[src/rtl/mem_port_arbiter_if.sv]
// Bundle of the fetch, data and shared-memory handshake signals around the arbiter.
// The arbiter takes the slave view; the requesters and memory together take the master view.
interface mem_port_arbiter_if #(
  parameter int ADDR_WIDTH = 32,
  parameter int DATA_WIDTH = 32
);
  localparam int BE_WIDTH = DATA_WIDTH / 8;

  logic                  i_req;
  logic [ADDR_WIDTH-1:0] i_addr;
  logic                  i_flush;
  logic                  i_gnt;
  logic                  i_rvalid;
  logic [DATA_WIDTH-1:0] i_rdata;

  logic                  d_req;
  logic                  d_we;
  logic [BE_WIDTH-1:0]   d_be;
  logic [ADDR_WIDTH-1:0] d_addr;
  logic [DATA_WIDTH-1:0] d_wdata;
  logic                  d_gnt;
  logic                  d_rvalid;
  logic [DATA_WIDTH-1:0] d_rdata;

  logic                  m_req;
  logic                  m_we;
  logic [BE_WIDTH-1:0]   m_be;
  logic [ADDR_WIDTH-1:0] m_addr;
  logic [DATA_WIDTH-1:0] m_wdata;
  logic                  m_gnt;
  logic                  m_rvalid;
  logic [DATA_WIDTH-1:0] m_rdata;

  logic                  busy;

  modport slave (
    input  i_req, i_addr, i_flush,
    output i_gnt, i_rvalid, i_rdata,
    input  d_req, d_we, d_be, d_addr, d_wdata,
    output d_gnt, d_rvalid, d_rdata,
    output m_req, m_we, m_be, m_addr, m_wdata,
    input  m_gnt, m_rvalid, m_rdata,
    output busy
  );

  modport master (
    output i_req, i_addr, i_flush,
    input  i_gnt, i_rvalid, i_rdata,
    output d_req, d_we, d_be, d_addr, d_wdata,
    input  d_gnt, d_rvalid, d_rdata,
    input  m_req, m_we, m_be, m_addr, m_wdata,
    output m_gnt, m_rvalid, m_rdata,
    input  busy
  );
endinterface

[src/rtl/mem_port_arbiter.sv]
// Two-requester (fetch/data) arbiter onto a single memory port, one transaction in flight.
// Data has priority; fetch is forced through after STARVE_LIMIT consecutive losses.
module mem_port_arbiter #(
  parameter int ADDR_WIDTH   = 32,
  parameter int DATA_WIDTH   = 32,
  parameter int STARVE_LIMIT = 4
) (
  input  logic               clk,
  input  logic               reset,
  mem_port_arbiter_if.slave  bus
);
  localparam int BE_WIDTH = DATA_WIDTH / 8;
  localparam logic [3:0] STARVE_MAX = 4'(STARVE_LIMIT);

  typedef enum logic [1:0] {IDLE = 2'd0, REQ = 2'd1, RESP = 2'd2} state_t;
  typedef enum logic {OWN_FETCH = 1'b0, OWN_DATA = 1'b1} owner_t;

  state_t                state_reg, state_next;
  owner_t                owner_reg, owner_next;
  logic                  we_reg, we_next;
  logic [BE_WIDTH-1:0]   be_reg, be_next;
  logic [ADDR_WIDTH-1:0] addr_reg, addr_next;
  logic [DATA_WIDTH-1:0] wdata_reg, wdata_next;
  logic [3:0]            starve_reg, starve_next;
  logic                  discard_reg, discard_next;

  logic fetch_wins;
  logic m_req_c, i_gnt_c, d_gnt_c, i_rvalid_c, d_rvalid_c;

  always_ff @(posedge clk) begin
    if (reset) begin
      state_reg   <= IDLE;
      owner_reg   <= OWN_FETCH;
      we_reg      <= 1'b0;
      be_reg      <= '0;
      addr_reg    <= '0;
      wdata_reg   <= '0;
      starve_reg  <= 4'd0;
      discard_reg <= 1'b0;
    end else begin
      state_reg   <= state_next;
      owner_reg   <= owner_next;
      we_reg      <= we_next;
      be_reg      <= be_next;
      addr_reg    <= addr_next;
      wdata_reg   <= wdata_next;
      starve_reg  <= starve_next;
      discard_reg <= discard_next;
    end
  end

  assign fetch_wins = bus.i_req && (!bus.d_req || (starve_reg == STARVE_MAX));

  always_comb begin
    state_next   = state_reg;
    owner_next   = owner_reg;
    we_next      = we_reg;
    be_next      = be_reg;
    addr_next    = addr_reg;
    wdata_next   = wdata_reg;
    starve_next  = starve_reg;
    discard_next = discard_reg;
    m_req_c      = 1'b0;
    i_gnt_c      = 1'b0;
    d_gnt_c      = 1'b0;
    i_rvalid_c   = 1'b0;
    d_rvalid_c   = 1'b0;

    case (state_reg)
      IDLE: begin
        discard_next = 1'b0;
        if (bus.i_req || bus.d_req) begin
          state_next = REQ;
          if (fetch_wins) begin
            owner_next  = OWN_FETCH;
            we_next     = 1'b0;
            be_next     = '1;
            addr_next   = bus.i_addr;
            wdata_next  = '0;
            starve_next = 4'd0;
          end else begin
            owner_next = OWN_DATA;
            we_next    = bus.d_we;
            be_next    = bus.d_be;
            addr_next  = bus.d_addr;
            wdata_next = bus.d_wdata;
            // Only a contested loss counts towards fetch starvation.
            if (bus.i_req) starve_next = starve_reg + 4'd1;
          end
        end
      end
      REQ: begin
        m_req_c = 1'b1;
        if (bus.i_flush && owner_reg == OWN_FETCH) discard_next = 1'b1;
        if (bus.m_gnt) begin
          state_next = RESP;
          i_gnt_c    = (owner_reg == OWN_FETCH);
          d_gnt_c    = (owner_reg == OWN_DATA);
        end
      end
      RESP: begin
        if (bus.i_flush && owner_reg == OWN_FETCH) discard_next = 1'b1;
        if (bus.m_rvalid) begin
          // A flush arriving in the very response cycle still kills the fetch data.
          i_rvalid_c   = (owner_reg == OWN_FETCH) && !discard_reg && !bus.i_flush;
          d_rvalid_c   = (owner_reg == OWN_DATA);
          state_next   = IDLE;
          discard_next = 1'b0;
        end
      end
      default: state_next = IDLE;
    endcase
  end

  assign bus.m_req    = m_req_c;
  assign bus.m_we     = we_reg;
  assign bus.m_be     = be_reg;
  assign bus.m_addr   = addr_reg;
  assign bus.m_wdata  = wdata_reg;
  assign bus.i_gnt    = i_gnt_c;
  assign bus.d_gnt    = d_gnt_c;
  assign bus.i_rvalid = i_rvalid_c;
  assign bus.d_rvalid = d_rvalid_c;
  assign bus.i_rdata  = bus.m_rdata;
  assign bus.d_rdata  = bus.m_rdata;
  assign bus.busy     = (state_reg != IDLE);
endmodule
[src/flat_wrapper.sv]
// flat-port wrapper written by rule: the top's interface ports become plain ports
module mem_port_arbiter_flat 
#(
  parameter int ADDR_WIDTH   = 32,
  parameter int DATA_WIDTH   = 32,
  parameter int STARVE_LIMIT = 4
)
  (clk, reset, bus_i_req, bus_i_addr, bus_i_flush, bus_i_gnt, bus_i_rvalid, bus_i_rdata, bus_d_req, bus_d_we, bus_d_be, bus_d_addr, bus_d_wdata, bus_d_gnt, bus_d_rvalid, bus_d_rdata, bus_m_req, bus_m_we, bus_m_be, bus_m_addr, bus_m_wdata, bus_m_gnt, bus_m_rvalid, bus_m_rdata, bus_busy);
  mem_port_arbiter_if #(.ADDR_WIDTH(ADDR_WIDTH), .DATA_WIDTH(DATA_WIDTH)) bus_i ();
  input  logic clk;
  input  logic reset;
  input wire logic [$bits(bus_i.i_req)-1:0] bus_i_req;
  input wire logic [$bits(bus_i.i_addr)-1:0] bus_i_addr;
  input wire logic [$bits(bus_i.i_flush)-1:0] bus_i_flush;
  output wire logic [$bits(bus_i.i_gnt)-1:0] bus_i_gnt;
  output wire logic [$bits(bus_i.i_rvalid)-1:0] bus_i_rvalid;
  output wire logic [$bits(bus_i.i_rdata)-1:0] bus_i_rdata;
  input wire logic [$bits(bus_i.d_req)-1:0] bus_d_req;
  input wire logic [$bits(bus_i.d_we)-1:0] bus_d_we;
  input wire logic [$bits(bus_i.d_be)-1:0] bus_d_be;
  input wire logic [$bits(bus_i.d_addr)-1:0] bus_d_addr;
  input wire logic [$bits(bus_i.d_wdata)-1:0] bus_d_wdata;
  output wire logic [$bits(bus_i.d_gnt)-1:0] bus_d_gnt;
  output wire logic [$bits(bus_i.d_rvalid)-1:0] bus_d_rvalid;
  output wire logic [$bits(bus_i.d_rdata)-1:0] bus_d_rdata;
  output wire logic [$bits(bus_i.m_req)-1:0] bus_m_req;
  output wire logic [$bits(bus_i.m_we)-1:0] bus_m_we;
  output wire logic [$bits(bus_i.m_be)-1:0] bus_m_be;
  output wire logic [$bits(bus_i.m_addr)-1:0] bus_m_addr;
  output wire logic [$bits(bus_i.m_wdata)-1:0] bus_m_wdata;
  input wire logic [$bits(bus_i.m_gnt)-1:0] bus_m_gnt;
  input wire logic [$bits(bus_i.m_rvalid)-1:0] bus_m_rvalid;
  input wire logic [$bits(bus_i.m_rdata)-1:0] bus_m_rdata;
  output wire logic [$bits(bus_i.busy)-1:0] bus_busy;
  assign bus_i.i_req = bus_i_req;
  assign bus_i.i_addr = bus_i_addr;
  assign bus_i.i_flush = bus_i_flush;
  assign bus_i_gnt = bus_i.i_gnt;
  assign bus_i_rvalid = bus_i.i_rvalid;
  assign bus_i_rdata = bus_i.i_rdata;
  assign bus_i.d_req = bus_d_req;
  assign bus_i.d_we = bus_d_we;
  assign bus_i.d_be = bus_d_be;
  assign bus_i.d_addr = bus_d_addr;
  assign bus_i.d_wdata = bus_d_wdata;
  assign bus_d_gnt = bus_i.d_gnt;
  assign bus_d_rvalid = bus_i.d_rvalid;
  assign bus_d_rdata = bus_i.d_rdata;
  assign bus_m_req = bus_i.m_req;
  assign bus_m_we = bus_i.m_we;
  assign bus_m_be = bus_i.m_be;
  assign bus_m_addr = bus_i.m_addr;
  assign bus_m_wdata = bus_i.m_wdata;
  assign bus_i.m_gnt = bus_m_gnt;
  assign bus_i.m_rvalid = bus_m_rvalid;
  assign bus_i.m_rdata = bus_m_rdata;
  assign bus_busy = bus_i.busy;
  mem_port_arbiter #(.ADDR_WIDTH(ADDR_WIDTH), .DATA_WIDTH(DATA_WIDTH), .STARVE_LIMIT(STARVE_LIMIT)) u_core (.clk(clk), .reset(reset), .bus(bus_i));
endmodule
[config.mk]
export PLATFORM = sky130hd
export DESIGN_NAME = mem_port_arbiter_flat
export DESIGN_NICKNAME = d
export VERILOG_FILES = /design/src/rtl/mem_port_arbiter_if.sv /design/src/rtl/mem_port_arbiter.sv /design/src/flat_wrapper.sv
export SDC_FILE = /design/constraint.sdc
export NUM_CORES = 1
export LEC_CHECK = 0
export BUFFER_PORTS_ARGS = -buffer_cell sky130_fd_sc_hd__buf_2
export CORE_AREA = 4 4 107 109
export DETAILED_ROUTE_END_ITERATION = 16
export DIE_AREA = 0 0 111 113
export GPL_TIMING_DRIVEN = 0
export PLACE_DENSITY = 0.82
export SLEW_MARGIN = 20
export SYNTH_ARGS = -nofsm -noshare
export SYNTH_HDL_FRONTEND = slang
export SYNTH_SLANG_ARGS = --single-unit
[constraint.sdc]
create_clock -name clk -period 2.5 [get_ports clk]
set_input_delay 0.5 -clock clk [delete_from_list [all_inputs] [get_ports clk]]
set_output_delay 0.5 -clock clk [all_outputs]
set_load 0.01 [all_outputs]
* Word-level counts from Yosys, hierarchy flattened *
Cells that the tools add are included.

storage, ports and cells
  bits in registers = 77
  latch bits = 0
  memory bits (writable) = 0
  ROM bits = 0
  bits of input ports = 140
  memories = 0

operators by class
  add/subtract/negate cells = 1
  $mul = 0
  div/mod/pow operators = 0
  $lt $le $gt $ge = 0
  eq/ne operators = 6
  shift-type cells = 0
  muxes and demuxes = 23
  bitwise operators = 1
  reductions and logical operators = 16

operators with widths
  cell                 count
  $mux 32              2
  $mux 1               13
  $mux 4               3
  $mux 2               3
  $pmux 2 s3           1
  $reduce_and 3->1     2
  $add 4x1->4 const B  1
  $eq 4x3->1 const B   1
  $logic_and 1x1->1    4
  $ne 2x2->1 const B   2
  $reduce_bool 2->1    2
  $logic_not 1->1      3
  $pmux 1 s3           1
  $reduce_bool 3->1    1
  $eq 2x1->1 const B   1
  $eq 2x2->1 const B   1
  $logic_not 2->1      1
  $logic_or 1x1->1     2
  $ne 2x1->1 const B   1
  $reduce_and 2->1     1
  $not 1->1            1

* Longest topological paths before layout *
  word-level depth = 5
  depth in mapped cells = 7
  depth with buffers taken out = 5

* Worst setup path before layout *
No wires, ideal clock.

  path type = reg-to-output
  start point = reg u_core.state_reg[0]
  end point = out bus_busy
  data arrival time = 1.201 ns
  required time = 2.000 ns
  path slack = 0.799 ns
  stages on the path, launching flop included = 6
  path through = dfxtp_1 inv_1 ha_1 buf_2 buf_1 inv_1

between the ends
  longest elaborated chain between the ends = 1

RTL lines
  element                   line                     RTL
  start: declaration        mem_port_arbiter.sv:18   state_t state_reg, state_next;
  start signal: assignment  mem_port_arbiter.sv:41   state_reg <= state_next;
  $reduce_bool 2->1         mem_port_arbiter.sv:126  assign bus.busy = (state_reg != IDLE);
  end: declaration          flat_wrapper.sv:34       output wire logic [$bits(bus_i.busy)-1:0] bus_busy;

No other way between the ends.

* Final worst setup path *
Same ends and word-level chain as after synthesis.

==> flow_summary.toml <==
[clock_tree]
cts.root.buffer_cell = "clkbuf_8"
clkLatencyLatePin_ns = 0.34
cts_hold_fix_bufs = 0
clkSinkCount = 77
cts_tree = "yes"
htree_num_levels = 3
number_of_buffers_added_by_the_clock_tree_synthesis_step = 9
clock_tree.buffer_depth = 2
path_clk_slew_ns = 0.08
post_cts.repair.setup_buffers = 0
cts_repair_resize_count = 0

[timing]
hold_viol = 0
timing.final.max_slew_violations = 0
slew-limit-headroom = 0.6483
worst_clock_skew_ns = 0.007188
maxClockFrequency_mhz = 465.4
finalSetupTns_ns = 0
final_period_minus_worst_setup_slack_ns = 2.149
max_slew.worst_pin.slew_ns = 0.5263
report.final.setup_viol = 0
min_period_over_period = 0.8595
grt_setup_unrepaired = "no"

[die]
rows = 38
die-area_mm2 = 0.01254
boundaryPins = 279
floorplan.initialDensity = 0.3695
floorplan.die.height_um = 113
core_mm2 = 0.01060
die_width_um = 111

[critical_path]
critical_path.endpoint_type = "primary output"
rr_startpoint = "u_core.state_reg[0]$_SDFFE_PP0P_"
timing.critical_path.arrival_ns = 1.65
critPathLaunch = "u_core.state_reg[0]$_SDFFE_PP0P_"
start_kind = "register"
worst-path-max-fanout = 19
worst-setup-path-type = "register to primary output"
worst_ep_required_time_ns = 2.00

[layout]
finalNonFillerCells = 881
antenna_cells = 0
proportion_of_layout_cells_with_a_drive_suffix_above_1 = 0.4656
nets = 883
syn_to_layout_area_delta_pct = 40.91

[yosys]
yosysTopAreaCellShare = 0.3935
postSynthAreaPerCell_um2 = 8.161
yosys.cell_count.top_type = "dfxtp_1"
yosysTopAreaCell = "dfxtp_1"
synth_enable_flop_cells = 0
asyncSetResetFlopFracSynth = 0
most_frequent_cells_after_synthesis = "dfxtp_1, buf_4, nand2_1, a21oi_1, nand3_1"
synthesis.instances = 480
flip_flop_and_latch_count_after_synthesis = 77
synth_top_cells_by_area = "dfxtp_1, buf_4, o211ai_1"
mappedNetlistNets = 627
netlist_area_mm2 = 0.003918
yosys.cell_types.count = 35
yosysSeqAreaShare = 0.3935
synth-main-ff-cell = "dfxtp_1"
yosysWarnings = 0

[outcome]
outcome = "finished, final reports clean"

[worst_hold_path]
worstHoldStart = "bus_d_addr[10]"
hp-class = "input pin to register"

[global_routing]
grt_start_max_net_pins = 14
grt_usage = 0.2024
met1_usage = 0.2404
number_of_antenna_violations_at_the_first_check_in_global_routing = 0
globalRoute.totalOverflow = 0
grt_first_pass_wirelength_mm = 21.11
vias_in_the_first_global_route = 4358
use_met2 = 0.3511
top_usage_layer = "met2"
grt_use_met3 = 0.06578

[route]
dr_total_vias = 4473
detail_route.first_pass.iterations = 5
drt-vias-per-instance = 5.077
drc_viols = 0
dr.first_iter.drc_count = 322
drt_wl_total_mm = 13.46
ant_nets = 0
avgRoutedWirePerCell_um = 15.28

[power]
leakage_nw = 2.669
pwr_density_cell_mw_per_mm2 = 634.4
peakVddDrop_mv = 0.2853

[placement]
place_inst = 866
place_congestion = 0.8410
placement.io_buffers = 246
dp_hpwl_mm = 10.63

[job]
timing.max_cap.violations = 0
## logic make-up (layout without fill, tap and decap cells)
kind of cell / count (synthesis) / after routing / synth area share
simple gates: 126 / 126 / 0.1664
flops: 77 / 77 / 0.3935
fa+ha+maj: 7 / 7 / 0.02236
compound gates: 149 / 149 / 0.2344
buf+inv: 121 / 382 / 0.1833
## worst max-delay path, stage by stage, from the launching register on
cell and delay, ns:
dfxtp_1 0.35, inv_1 0.12, ha_1 0.26, buf_2 0.37
inv_1 0.07, buf_2 0.14
## metal layers
metal,part of all wire,vias to the layer above
met4,0.013,0
met3,0.11,15
li1,-,2200
met5,0,-
met2,0.48,216
met1,0.40,2042
## layout by cell type (no fill, tap or decap), types with 2 or more instances in the layout
cell,synthesis,final
a21oi_1,39,39
a31oi_1,33,33
and3_1,2,2
buf_1,6,5
buf_2,13,259
buf_4,64,64
clkbuf_1,27,27
clkbuf_8,0,10
clkinv_2,0,2
clkinvlp_4,0,3
dfxtp_1,77,77
ha_1,7,7
inv_1,10,10
nand2_1,41,41
nand3_1,34,34
nand4_1,33,33
nand4b_1,2,2
nor2_1,2,2
nor2b_1,2,2
nor4_1,2,2
o211ai_1,32,32
o21ai_0,33,33
o221a_2,4,4
o31ai_1,2,2
or4_1,2,2
## path summary, 6_finish.rpt
path                                    endpoint  slack, ns  cells after the start
max                                     bus_busy       0.35                      5
min           u_core.bus.m_addr[10]$_SDFFE_PP0P_       0.42                      3
max reg2reg   u_core.bus.m_addr[25]$_SDFFE_PP0P_       0.56                      6
min reg2reg  u_core.bus.m_wdata[27]$_SDFFE_PP0P_       0.45                      2
## final cells by class
type,instances,area (µm²)
inverter,10,37.54
timing repair buffer,246,1231
clock inverter,6,62.56
sequential,77,1541
multi-input combinational,282,1658
fill,1065,5082
clock buffer,10,137.6
buffer,110,676.9
tap,140,175.2
## power by group
part	switching, mW	total [mW]	internal, mW
Combinational	0.608	1.06	0.451
Sequential	0.0842	1.48	1.39
Clock	0.480	0.965	0.485
Total	1.17	3.50	2.33
## stage by stage
stage | hold slack, ns | util | worst slack [ns] | cell area, µm² | power (mW)
floorplan | 0.4615 | - | 0.7988 | 3918 | 2.119
global placement | 0.4357 | 0.5021 | 0.4340 | 5324 | 2.559
detailed placement | 0.4419 | 0.5021 | 0.4269 | 5324 | 2.572
CTS | 0.3909 | 0.5210 | 0.03019 | 5524 | 3.541
global route | 0.4013 | 0.5207 | 0.2088 | 5520 | 3.711
finish | 0.4183 | 0.5207 | 0.3512 | 5520 | 3.502
Power figures use the tool's default switching activity.
